### src/rtl/sci_buf_pkg.sv
// Shared definitions for the SCI frame buffer: drain FSM states and default sizing.
package sci_buf_pkg;

   typedef enum logic [1:0] {
      ST_IDLE  = 2'd0,
      ST_DRAIN = 2'd1,
      ST_FIN   = 2'd2
   } state_t;

   localparam int DEF_WIDTH = 8;
   localparam int DEF_DEPTH = 512;

endpackage

### src/rtl/sci_skid2.sv
// Two-entry skid buffer with valid/ready on both sides; head entry drives the output.
module sci_skid2
   import sci_buf_pkg::*;
#(
   parameter int WIDTH = DEF_WIDTH
) (
   input  logic             clk,
   input  logic             rst_n,
   input  logic             i_push_valid,
   input  logic [WIDTH-1:0] i_push_data,
   output logic             o_push_ready,
   output logic             o_pop_valid,
   input  logic             i_pop_ready,
   output logic [WIDTH-1:0] o_pop_data,
   output logic [1:0]       o_count
);

   logic [WIDTH-1:0] r_head;
   logic [WIDTH-1:0] r_tail;
   logic [1:0]       r_count;
   logic             w_push;
   logic             w_pop;

   assign o_push_ready = (r_count != 2'd2);
   assign o_pop_valid  = (r_count != 2'd0);
   assign o_pop_data   = r_head;
   assign o_count      = r_count;
   assign w_push       = i_push_valid && o_push_ready;
   assign w_pop        = o_pop_valid && i_pop_ready;

   always_ff @(posedge clk or negedge rst_n) begin
      if (!rst_n) begin
         r_head  <= '0;
         r_tail  <= '0;
         r_count <= 2'd0;
      end else begin
         case ({w_push, w_pop})
            2'b10: begin
               if (r_count == 2'd0) r_head <= i_push_data;
               else                 r_tail <= i_push_data;
               r_count <= r_count + 2'd1;
            end
            2'b01: begin
               r_head  <= r_tail;
               r_count <= r_count - 2'd1;
            end
            2'b11: begin
               // Simultaneous push/pop keeps occupancy; the new word lands behind what remains.
               if (r_count == 2'd1) begin
                  r_head <= i_push_data;
               end else begin
                  r_head <= r_tail;
                  r_tail <= i_push_data;
               end
            end
            default: ;
         endcase
      end
   end

endmodule

### src/rtl/sci_frame_buf.sv
// Frame buffer: fills an external RAM word by word, then drains the stored frame
// in address order through a two-entry skid buffer that absorbs RAM read latency.
module sci_frame_buf
   import sci_buf_pkg::*;
#(
   parameter  int WIDTH = DEF_WIDTH,
   parameter  int DEPTH = DEF_DEPTH,
   localparam int A     = $clog2(DEPTH)
) (
   input  logic             clk,
   input  logic             rst_n,
   input  logic             in_valid,
   output logic             in_ready,
   input  logic [WIDTH-1:0] in_data,
   input  logic             start,
   output logic             busy,
   output logic             done,
   output logic [A:0]       level,
   output logic             out_valid,
   input  logic             out_ready,
   output logic [WIDTH-1:0] out_data,
   output logic [A-1:0]     ram_addr,
   output logic             ram_w_r,
   output logic [WIDTH-1:0] ram_din,
   input  logic [WIDTH-1:0] ram_dout
);

   localparam logic [A:0] LVL_FULL = (A+1)'(DEPTH);
   localparam logic [A:0] LVL_ONE  = (A+1)'(1);

   state_t     r_state;
   state_t     w_state_next;
   logic [A:0] r_level;
   logic [A:0] r_issued;
   logic [A:0] r_sent;
   logic       r_inflight;
   logic       w_fill;
   logic       w_pop;
   logic       w_remain;
   logic       w_issue;
   logic       w_last;
   logic       w_enter_fin;
   logic       w_skid_ready;
   logic [1:0] w_skid_count;
   logic [2:0] w_occ;

   assign in_ready = (r_state == ST_IDLE) && (r_level < LVL_FULL) && !start;
   assign w_fill   = in_valid && in_ready;
   assign w_pop    = out_valid && out_ready;
   assign w_remain = (r_issued < r_level);

   // Occupancy after this cycle's pop, so a steady stream can issue one read per cycle.
   assign w_occ    = {1'b0, w_skid_count} + {2'b00, r_inflight} - {2'b00, w_pop};
   assign w_issue  = (r_state == ST_DRAIN) && w_remain && (w_occ < 3'd2);
   assign w_last   = w_pop && (r_sent == r_level - LVL_ONE);

   always_comb begin
      w_state_next = r_state;
      case (r_state)
         ST_IDLE:  if (start) w_state_next = (r_level != '0) ? ST_DRAIN : ST_FIN;
         ST_DRAIN: if (w_last) w_state_next = ST_FIN;
         ST_FIN:   w_state_next = ST_IDLE;
         default:  w_state_next = ST_IDLE;
      endcase
   end

   assign w_enter_fin = (w_state_next == ST_FIN) && (r_state != ST_FIN);

   always_ff @(posedge clk or negedge rst_n) begin
      if (!rst_n) begin
         r_state    <= ST_IDLE;
         r_level    <= '0;
         r_issued   <= '0;
         r_sent     <= '0;
         r_inflight <= 1'b0;
      end else begin
         r_state <= w_state_next;
         if (w_enter_fin)  r_level <= '0;
         else if (w_fill)  r_level <= r_level + LVL_ONE;
         if (r_state == ST_FIN) begin
            r_issued <= '0;
            r_sent   <= '0;
         end else begin
            if (w_issue) r_issued <= r_issued + LVL_ONE;
            if (w_pop)   r_sent   <= r_sent + LVL_ONE;
         end
         r_inflight <= w_issue || (r_inflight && !w_skid_ready);
      end
   end

   assign busy     = (r_state == ST_DRAIN);
   assign done     = (r_state == ST_FIN);
   assign level    = r_level;
   assign ram_w_r  = w_fill;
   assign ram_addr = w_fill ? r_level[A-1:0] : r_issued[A-1:0];
   assign ram_din  = w_fill ? in_data : '0;

   sci_skid2 #(
      .WIDTH(WIDTH)
   ) u_skid (
      .clk          (clk),
      .rst_n        (rst_n),
      .i_push_valid (r_inflight),
      .i_push_data  (ram_dout),
      .o_push_ready (w_skid_ready),
      .o_pop_valid  (out_valid),
      .i_pop_ready  (out_ready),
      .o_pop_data   (out_data),
      .o_count      (w_skid_count)
   );

endmodule

### config.mk
export PLATFORM = sky130hd
export DESIGN_NAME = sci_frame_buf
export DESIGN_NICKNAME = d
export VERILOG_FILES = /design/src/rtl/sci_buf_pkg.sv /design/src/rtl/sci_skid2.sv /design/src/rtl/sci_frame_buf.sv
export SDC_FILE = /design/constraint.sdc
export NUM_CORES = 1
export LEC_CHECK = 0
export BUFFER_PORTS_ARGS = -buffer_cell sky130_fd_sc_hd__clkbuf_2
export CAP_MARGIN = 20
export CORE_MARGIN = 3
export CORE_UTILIZATION = 50
export DETAILED_ROUTE_END_ITERATION = 8
export HOLD_SLACK_MARGIN = 0.02
export PLACE_DENSITY = 0.73
export SYNTH_ARGS = -nofsm -noshare
export SYNTH_HDL_FRONTEND = slang
export SYNTH_SLANG_ARGS = --single-unit
### constraint.sdc
create_clock -name clk -period 7.18 [get_ports clk]
set_input_delay 0.718 -clock clk [delete_from_list [all_inputs] [get_ports clk]]
set_output_delay 0.718 -clock clk [all_outputs]
set_load 0.05 [all_outputs]
==> results of run 1 <==
-- final timing paths --
check	slack [ps]	cells past startpoint	end
setup reg to reg	3280	14	r_issued[3]
hold reg to reg	510	1	u_skid.o_count[0]
setup / recovery	3280	14	r_issued[3]
max in group asynchronous	6220	2	r_state[1]
min in group clk	510	1	u_skid.o_count[0]
hold / removal	510	2	r_issued[3]
-- critical path, cell delays in order, from the launching register on --
cell and delay, ps:
dfrtp_1 460, inv_1 110, ha_1 170, inv_1 70, nand2_1 180, clkinv_1 310
ha_1 360, nand2b_1 150, fa_1 370, xnor2_1 150, nand4b_1 120, a21oi_1 660
nand4_1 220, a2111o_1 410, o21ai_0 90
-- layout make-up --
class	count	area share, %
clock buffers	5	1.817
clock inverters	3	0.7268
inverters	22	2.313
multi-input cells	284	50.78
flip-flops and latches	51	33.70
well taps	77	2.544
repair buffers	61	8.127
-- cells by family after synthesis --
family	share of synthesized area, %
AO/OA/AOI/OAI	14.25
XOR/XNOR	8.700
adder cells (fa/ha/maj)	7.997
buffers and inverters	5.331
flip-flops	37.76
multiplexers	4.147
AND/OR/NAND/NOR	21.81
-- per-stage QoR --
stage | power (mW) | utilization [%] | cells
global placement | 0.7149 | 57.15 | 495
finish | 0.9019 | 58.64 | 503
CTS | 0.9110 | 58.64 | 503
detailed placement | 0.7252 | 57.15 | 495
floorplan | 0.6419 | - | 374
global route | 0.9597 | 58.64 | 503
-- power by group --
group	internal (mW)	switching, mW
Sequential	0.334	0.0501
Clock	0.0725	0.110
Combinational	0.112	0.223
Total	0.518	0.384
-- registers in the layout (all words and copies together), names as in the netlist --
register	count
r_inflight	1
r_sent	10
level	10
r_issued	10
u_skid.o_count	2
r_state	2
u_skid.o_pop_data	8
u_skid.r_tail	8
-- layer usage --
metal | routed length [um] | global-route usage [%] | vias to the layer above
li1 | - | - | 1420
met1 | 3477 | 28.21 | 1380
met2 | 3774 | 33.85 | 58
met3 | 335 | 3.538 | 8
met4 | 60 | 6.319 | 0
met5 | 0 | 0 | -
-- synthesized netlist by cell type (all sizes together) (3+ instances only) --
cell and count:
nor3 7, ha 20, clkbuf 7, nand4 13, nor4 6, inv 20
o21ai 19, a21o 5, a22oi 8, nand2b 12, nor2 33, buf 10
nand2 35, mux2i 5, a21oi 24, o211a 3, xnor2 22, and4 3
and3 13, nand3 12, mux2 8, xor2 9, and2 3, dfrtp 51
==> impl_metrics.csv, run 1 <==
group,metric,value,unit
yosys,postSynthNetCount,416,
yosys,yosys.area.top_type_share,37.76,%
placed_design,gp_congestion,0.8402,
timing,worst_slew_margin_rel,32.88,%
power_and_ir_drop,power.static_leakage,1.834,nW
cts,post-cts-setup-buffers,0,
route,via_per_inst,5.698,
timing,tns,0,ps
timing,worst_pin_slew,1000,ps
cells_and_area,most-common-layout-cells,"clkbuf_2, dfrtp_1, nand2_1",
cts,numCtsBuffers,5,
placed_design,pre_cts_ws,3270,ps
power_and_ir_drop,vdd_ir_drop_max,0.1955,mV
yosys,yosysSeqAreaShare,37.76,%
cells_and_area,final_net_count,467,
cts,clkSinkCount,51,
yosys,postSynth.topFlopCell,"dfrtp_1",
yosys,synth_instances,374,
global_route,global_route_wire_length_before_repair,12770,um
route,drtPass1Iterations,5,
cts,latest_clock_arrival_within_the_worst_skew_pair,320,ps
route,vias,2866,
yosys,synth_area,3379,um2
timing,hold_viol_final,0,
yosys,post_synth_num_cell_types,51,
setup_path,required,7410,ps
yosys,register_bit_count_reported_by_yosys,51,
yosys,async_s_r_ff_share_synth,100.0,%
yosys,ys_warn_count,0,
timing,fin_worst_hold_slack,507.5,ps
global_route,grt_use_total,20.69,%
cts,htree_num_levels,2,
timing,unrepaired_setup_endpoints_after_global_routing,"no",
floorplan,fp.dieArea,7782,um2
route,routed_wl,7648,um
route,route.antenna.remaining_nets,0,
cells_and_area,multi_input_area,1923,um2
yosys,synth_top_cell_by_area,"dfrtp_1",
placed_design,post_dp_hpwl,5624,um
global_route,grt_start_max_net_pins,52,
floorplan,die_height,88.22,um
setup_path,critical_path_peak_fanout,12,
timing,max_slew_violation_count,0,
timing,clock.fmax,256.6,MHz
timing,setup_ws,3283,ps
floorplan,floorplan.initialDensity,52.32,%
setup_path,worst_ep_arrival_time,4130,ps
yosys,synth_enable_flop_cells,0,
floorplan,top_level_ports,61,
floorplan,core.rowCount,29,
min_path,class_of_the_tightest_hold_or_removal_check,"in2async",
cts,clock_tree.buffer_depth,2,
timing,finalWorstPathRequiredPeriod,3897,ps
cells_and_area,finalInstanceArea,3787,um2
cells_and_area,drive_above_1_share,19.48,%
cts,postCtsHoldBufs,0,
outcome,outcome,"completed",
cts,cts_tree,"yes",
timing,finClkSkew,10.55,ps
global_route,via_count_of_the_first_global_routing_pass,2696,
yosys,synth.area.top_cells,"dfrtp_1, ha_1, xnor2_1, nand2_1, nor2_1",
cts,post_cts_resized,0,
global_route,number_of_antenna_violations_at_the_first_check_in_global_routing,0,
floorplan,die_width,88.22,um
flow_run,max_cap_violations,0,
cells_and_area,antenna-diode-count,0,
setup_path,critical_path.startpoint_type,"flop",
global_route,grt_overflow,0,
cells_and_area,fillCellCount,582,
setup_path,worst_setup_path_end_kind,"flop",
timing,final_min_period_over_clock_period,54.28,%
timing,setup_viol,0,
route,drcViolationCount,0,
setup_path,regToRegStartpoint,"u_skid.o_count[1]",
cells_and_area,ff_latch_area,1276,um2
placed_design,portBuffers,60,
cells_and_area,mostFrequentLayoutCell,"clkbuf_2",
power_and_ir_drop,power-per-cell-area,238.1,nW/um2
yosys,syn_avg_cell_area,9.036,um2
cts,root_buffer,"clkbuf_8",
placed_design,postPlaceCellArea,3691,um2
route,drt_first_iter_violations,162,
route,post_drt_wl_per_cell,15.20,um
setup_path,crit_startpoint,"u_skid.o_count[1]",
setup_path,critical_path_class,"reg2reg",
floorplan,floorplan.core_area,6459,um2
cells_and_area,area.growth.synth_to_final,12.07,%
cts,worst_setup_hold_path_clk_slew,110,ps
No activity file was read; power rests on OpenSTA's default activity.
==> run 2, diff against run 1 <==
Settings changed: PLACE_DENSITY 0.73 to 0.76.
Clock period 7.18 ns to 3.5 ns, I/O delays scaled along.
==> run 2 against run 1 <==
  * Wire length rose by 0.80%
  * Clock power rose by 84%
  * First-iteration DRC count fell by 6.2%
  * Maximum frequency rose by 21%
==> impl_metrics.csv, run 2 (synthesized netlist as in run 1, its figures left out) <==
group,metric,value,unit
setup_path,critical_path.startpoint_type,"flop",
placed_design,dpl.cell_count,497,
cts,root_buffer,"clkbuf_8",
cts,numCtsBuffers,5,
global_route,grt_start_max_net_pins,36,
cells_and_area,mostFrequentLayoutCell,"clkbuf_2",
power_and_ir_drop,power.static_leakage,1.839,nW
route,routed_wl,7709,um
cells_and_area,fillCellCount,586,
cts,latest_clock_arrival_within_the_worst_skew_pair,310,ps
setup_path,worst_setup_path_end_kind,"flop",
cells_and_area,drive_above_1_share,19.86,%
cells_and_area,final_net_count,469,
flow_run,max_cap_violations,0,
cts,cts_tree,"yes",
cells_and_area,final_cell_count_no_fill,505,
route,via_per_inst,5.665,
timing,finalWorstPathRequiredPeriod,3222,ps
timing,setup_ws,277.8,ps
global_route,number_of_antenna_violations_at_the_first_check_in_global_routing,0,
timing,final_min_period_over_clock_period,92.06,%
outcome,outcome,"completed",
cts,postCtsHoldBufs,0,
placed_design,post_dp_hpwl,5785,um
placed_design,gp_congestion,0.8501,
floorplan,top_level_ports,61,
timing,setup_viol,0,
setup_path,worst_ep_arrival_time,3440,ps
route,drcViolationCount,0,
route,vias,2861,
power_and_ir_drop,vdd_ir_drop_max,0.3755,mV
route,drtPass1Iterations,4,
placed_design,portBuffers,60,
timing,unrepaired_setup_endpoints_after_global_routing,"no",
timing,finClkSkew,6.631,ps
floorplan,fp.dieArea,7782,um2
cells_and_area,antenna-diode-count,0,
route,post_drt_wl_per_cell,15.27,um
floorplan,core.rowCount,29,
power_and_ir_drop,power-per-cell-area,480.8,nW/um2
floorplan,floorplan.core_area,6459,um2
floorplan,floorplan.initialDensity,52.32,%
cts,htree_num_levels,2,
timing,max_slew_violation_count,0,
cts,clkSinkCount,51,
setup_path,critical_path_peak_fanout,8,
timing,worst_slew_margin_rel,32.97,%
floorplan,die_width,88.22,um
route,route.antenna.remaining_nets,0,
setup_path,critPathSlowestCell,"dfrtp_1",
power_and_ir_drop,total_power,1.825,mW
global_route,via_count_of_the_first_global_routing_pass,2722,
timing,tns,0,ps
cells_and_area,area.growth.synth_to_final,12.29,%
timing,hold_viol_final,0,
cts,clock_tree.buffer_depth,2,
global_route,grt_use_total,20.86,%
cells_and_area,most-common-layout-cells,"clkbuf_2, dfrtp_1, nand2_1",
setup_path,maximum_cell_stage_delay_along_the_critical_path,460,ps
global_route,global_route_wire_length_before_repair,12830,um
min_path,class_of_the_tightest_hold_or_removal_check,"in2async",
setup_path,required,3720,ps
timing,clock.fmax,310.3,MHz
timing,worst_pin_slew,998.7,ps
global_route,grt_overflow,0,
setup_path,cp_cell_sequence,"inv_1 -> ha_1 -> inv_1 -> nand2_1 -> clkinv_1 -> ha_1 -> nand2b_1 -> fa_1 -> xnor2_1 -> nand4b_1 -> a21oi_2 -> nand4_1 -> a2111o_1 -> o21ai_0",
cts,worst_setup_hold_path_clk_slew,100,ps
placed_design,pre_cts_ws,149.5,ps
setup_path,critical_path_class,"reg2reg",
cells_and_area,finalInstanceArea,3795,um2
floorplan,die_height,88.22,um
route,drt_first_iter_violations,152,
placed_design,postPlaceCellArea,3706,um2
[run 2: cell count changes in the layout (fill, tap and decap cells not counted), sizes merged]
cell	delta
buf	+2
inv	-2
clkbuf	+1
clkinv	+1
[run 2: final timing paths]
path / slack, ps / endpoint / cells after the start / start
max: 280 / r_issued[8] / 14 / u_skid.o_count[1]
min: 160 / level[6] / 1 / rst_n
max reg2reg: 280 / r_issued[8] / 14 / u_skid.o_count[1]
min reg2reg: 520 / u_skid.r_tail[0] / 1 / u_skid.r_tail[0]
max in group asynchronous: 2550 / r_inflight / 2 / rst_n
min in group clk: 290 / u_skid.r_tail[0] / 2 / ram_dout[0]
[run 2: cell type report]
class	count	area, um2	area share [%]
inverter	22	87.58	2.308
clock buffer	6	72.57	1.912
tap	77	96.34	2.539
sequential	51	1276	33.63
clock inverter	2	12.51	0.3297
timing repair buffer	63	322.8	8.506
multi-input combinational	284	1927	50.77
[run 2: what timing repair did]
| item | CTS | global route |
|---|---|---|
| setup buffers | 0 | 0 |
| endpoints found under the setup margin | 0 | 11 |
| resized for setup | 0 | 1 |
[run 2: critical path: cells and delay by family, from the launching register on]
kind	cells	cell delay, ps
compound gates	3	780
buf+inv	3	290
fa+ha+maj	3	810
xor+xnor	1	140
flops	1	460
simple gates	4	640
[run 2: power breakdown]
part	switching (mW)	internal, mW
clock network	0.197	0.140
registers	0.103	0.685
logic	0.466	0.234
total	0.766	1.06
[run 2: routing by layer]
layer / wire length [um] / GRT usage (%) / vias up
met3: 329 / 3.538 / 5
met2: 3749 / 35.62 / 60
met5: 0 / 0 / -
met1: 3568 / 27.85 / 1371
li1: - / - / 1425
met4: 61 / 4.808 / 0
[run 2: stage by stage]
stage / utilization [%] / hold WS, ps
after floorplan: - / 54.41
after global placement: 57.38 / 489.5
after detailed placement: 57.38 / 497.3
after CTS: 58.70 / 191.3
after global routing: 58.76 / 238.3
final: 58.76 / 155.7
==> run 3, diff against run 2 <==
Settings changed: REMOVE_ABC_BUFFERS from default to 1.
==> run 3 against run 2 <==
  * Setup slack better by 47 ps
  * Sequential power down 0.5%
  * Maximum frequency grew 1.5%
  * Wire length rose by 0.96%
  * Sequential share of layout area decreased by 0.33 points
  * Critical path depth rose by 1
  * Die area unchanged
  * Flip-flop and latch count unchanged
  * First-iteration DRC count is 16% lower
  * Critical endpoint unchanged
==> impl_metrics.csv, run 3 (synthesized netlist as in run 1, its figures left out) <==
group,metric,value,unit
outcome,outcome,"completed",
cts,post_cts_resized,0,
cells_and_area,finalInstanceArea,3832,um2
cells_and_area,mostFrequentLayoutCell,"clkbuf_2",
setup_path,r2r.worst_path.cells,15,
setup_path,critPathTopFamily,"adder cells",
timing,finalWorstPathRequiredPeriod,3175,ps
timing,hold_viol_final,0,
cts,clock_tree.buffer_depth,2,
cells_and_area,final_cell_count_no_fill,508,
cts,cts_tree,"yes",
global_route,via_count_of_the_first_global_routing_pass,2807,
route,via_per_inst,5.699,
global_route,grt_use_total,21.27,%
cts,root_buffer,"clkbuf_8",
setup_path,rr_endpoint,"r_issued[8]",
placed_design,post_dp_hpwl,5774,um
route,drt_first_iter_violations,128,
power_and_ir_drop,vdd_ir_drop_max,0.4420,mV
setup_path,critical_path.startpoint_type,"flop",
global_route,m3_gr_usage,5.121,%
setup_path,worst_ep_arrival_time,3410,ps
setup_path,worst-path-buf-inv,4,
floorplan,top_level_ports,61,
global_route,number_of_antenna_violations_at_the_first_check_in_global_routing,0,
floorplan,floorplan.initialDensity,52.32,%
route,routed_wl,7783,um
cells_and_area,area.growth.synth_to_final,13.40,%
route,post_drt_wl_per_cell,15.32,um
route,route.antenna.remaining_nets,0,
placed_design,gp_congestion,0.8433,
setup_path,critical_path_class,"reg2reg",
cells_and_area,most-common-layout-cells,"clkbuf_2, dfrtp_1, nand2_1",
cells_and_area,final_net_count,472,
route,vias,2895,
timing,fin_worst_hold_slack,161.3,ps
global_route,grt_overflow,0,
setup_path,critPathSlowestCell,"dfrtp_1",
floorplan,die_width,88.22,um
setup_path,maximum_cell_stage_delay_along_the_critical_path,460,ps
setup_path,r2r_setup_slack,320,ps
cts,htree_num_levels,2,
timing,unrepaired_setup_endpoints_after_global_routing,"no",
placed_design,postPlaceCellArea,3721,um2
cts,latest_clock_arrival_within_the_worst_skew_pair,310,ps
setup_path,cp_cell_sequence,"inv_1 -> ha_1 -> inv_1 -> nand2_1 -> clkinv_1 -> ha_1 -> nand2b_1 -> fa_1 -> xnor2_1 -> nand4b_1 -> a21oi_1 -> buf_4 -> nand4_1 -> a2111o_1 -> o21ai_0",
timing,worst_pin_slew,915.4,ps
cts,worst_setup_hold_path_clk_slew,90,ps
placed_design,portBuffers,60,
global_route,global_route.usage.met2,36.71,%
min_path,class_of_the_tightest_hold_or_removal_check,"in2async",
route,drcViolationCount,0,
placed_design,dpl.cell_count,499,
cts,clkSinkCount,51,
timing,setup_viol,0,
floorplan,core.rowCount,29,
global_route,grt_start_max_net_pins,36,
setup_path,regToRegStartpoint,"u_skid.o_count[1]",
floorplan,floorplan.core_area,6459,um2
cts,post-cts-setup-buffers,0,
timing,tns,0,ps
setup_path,worst_setup_path_end_kind,"flop",
power_and_ir_drop,power-per-cell-area,485.5,nW/um2
floorplan,die_height,88.22,um
global_route,routing_layer_with_the_top_usage_in_global_route,"met2",
cells_and_area,drive_above_1_share,20.42,%
timing,clock.fmax,315.0,MHz
flow_run,max_cap_violations,0,
cells_and_area,antenna-diode-count,0,
timing,worst_slew_margin_rel,38.98,%
floorplan,fp.dieArea,7782,um2
setup_path,critical_path_peak_fanout,12,
global_route,global_route_wire_length_before_repair,13090,um
timing,finClkSkew,8.863,ps
global_route,grt.met1_usage,26.26,%
cts,numCtsBuffers,5,
timing,final_min_period_over_clock_period,90.72,%
cts,postCtsHoldBufs,0,
route,drtPass1Iterations,4,
power_and_ir_drop,power.static_leakage,1.862,nW
setup_path,required,3730,ps
timing,max_slew_violation_count,0,
run 3: cell count changes in the layout (fill, tap and decap cells not counted):
cell,previous run,this run
a21oi_2,1,0
buf_4,3,6
clkinv_2,1,0
a21oi_1,23,24
clkbuf_1,1,0
clkbuf_8,5,7
run 3: how the worst max path moves through the flow:
stage,start,depth (start not counted),endpoint
2_1_floorplan,u_skid.o_count[1],14,r_issued[8]
3_3_place_gp,u_skid.o_count[1],15,r_issued[3]
3_5_place_dp,u_skid.o_count[1],15,r_issued[3]
4_1_cts,u_skid.o_count[1],15,r_issued[3]
5_1_grt,u_skid.o_count[1],15,r_issued[8]
6_report,u_skid.o_count[1],15,r_issued[8]
run 3: power breakdown:
group / internal [mW] / leakage, nW / total (mW) / switching [mW]
registers: 0.685 / 0.596 / 0.784 / 0.0994
logic: 0.240 / 1.22 / 0.703 / 0.464
clock network: 0.180 / 0.0505 / 0.373 / 0.193
run 3: final cells by class:
class	count	area, um2
Inverter	22	87.58
Timing Repair Buffer	66	345.3
Clock buffer	7	96.34
Fill cell	574	2626
Clock inverter	1	7.507
Multi-Input combinational cell	284	1923
Sequential cell	51	1276
Tap cell	77	96.34
run 3: routing by layer:
layer  share of wire, %  wire length [um]
met3                6.7               523
met2                 49              3800
met5                  0                 0
met1                 43              3330
met4                1.6               128
run 3: metrics by stage:
| stage | power, mW | worst slack, ps | util, % |
|---|---|---|---|
| after global routing | 1.984 | 38.09 | 59.34 |
| after floorplan | 1.311 | -139.7 | - |
| after CTS | 1.873 | 310.5 | 59.22 |
| after global placement | 1.472 | 478.6 | 57.61 |
| after detailed placement | 1.493 | 347.0 | 57.61 |
| final | 1.861 | 325.0 | 59.34 |
run 3: worst reg2reg max path, cell delays in order, from the launching register on:
cell and delay (ps):
dfrtp_1 460, inv_1 110, ha_1 190, inv_1 80, nand2_1 180, clkinv_1 120
ha_1 270, nand2b_1 150, fa_1 390, xnor2_1 150, nand4b_1 110, a21oi_1 120
buf_4 190, nand4_1 130, a2111o_1 400, o21ai_0 70
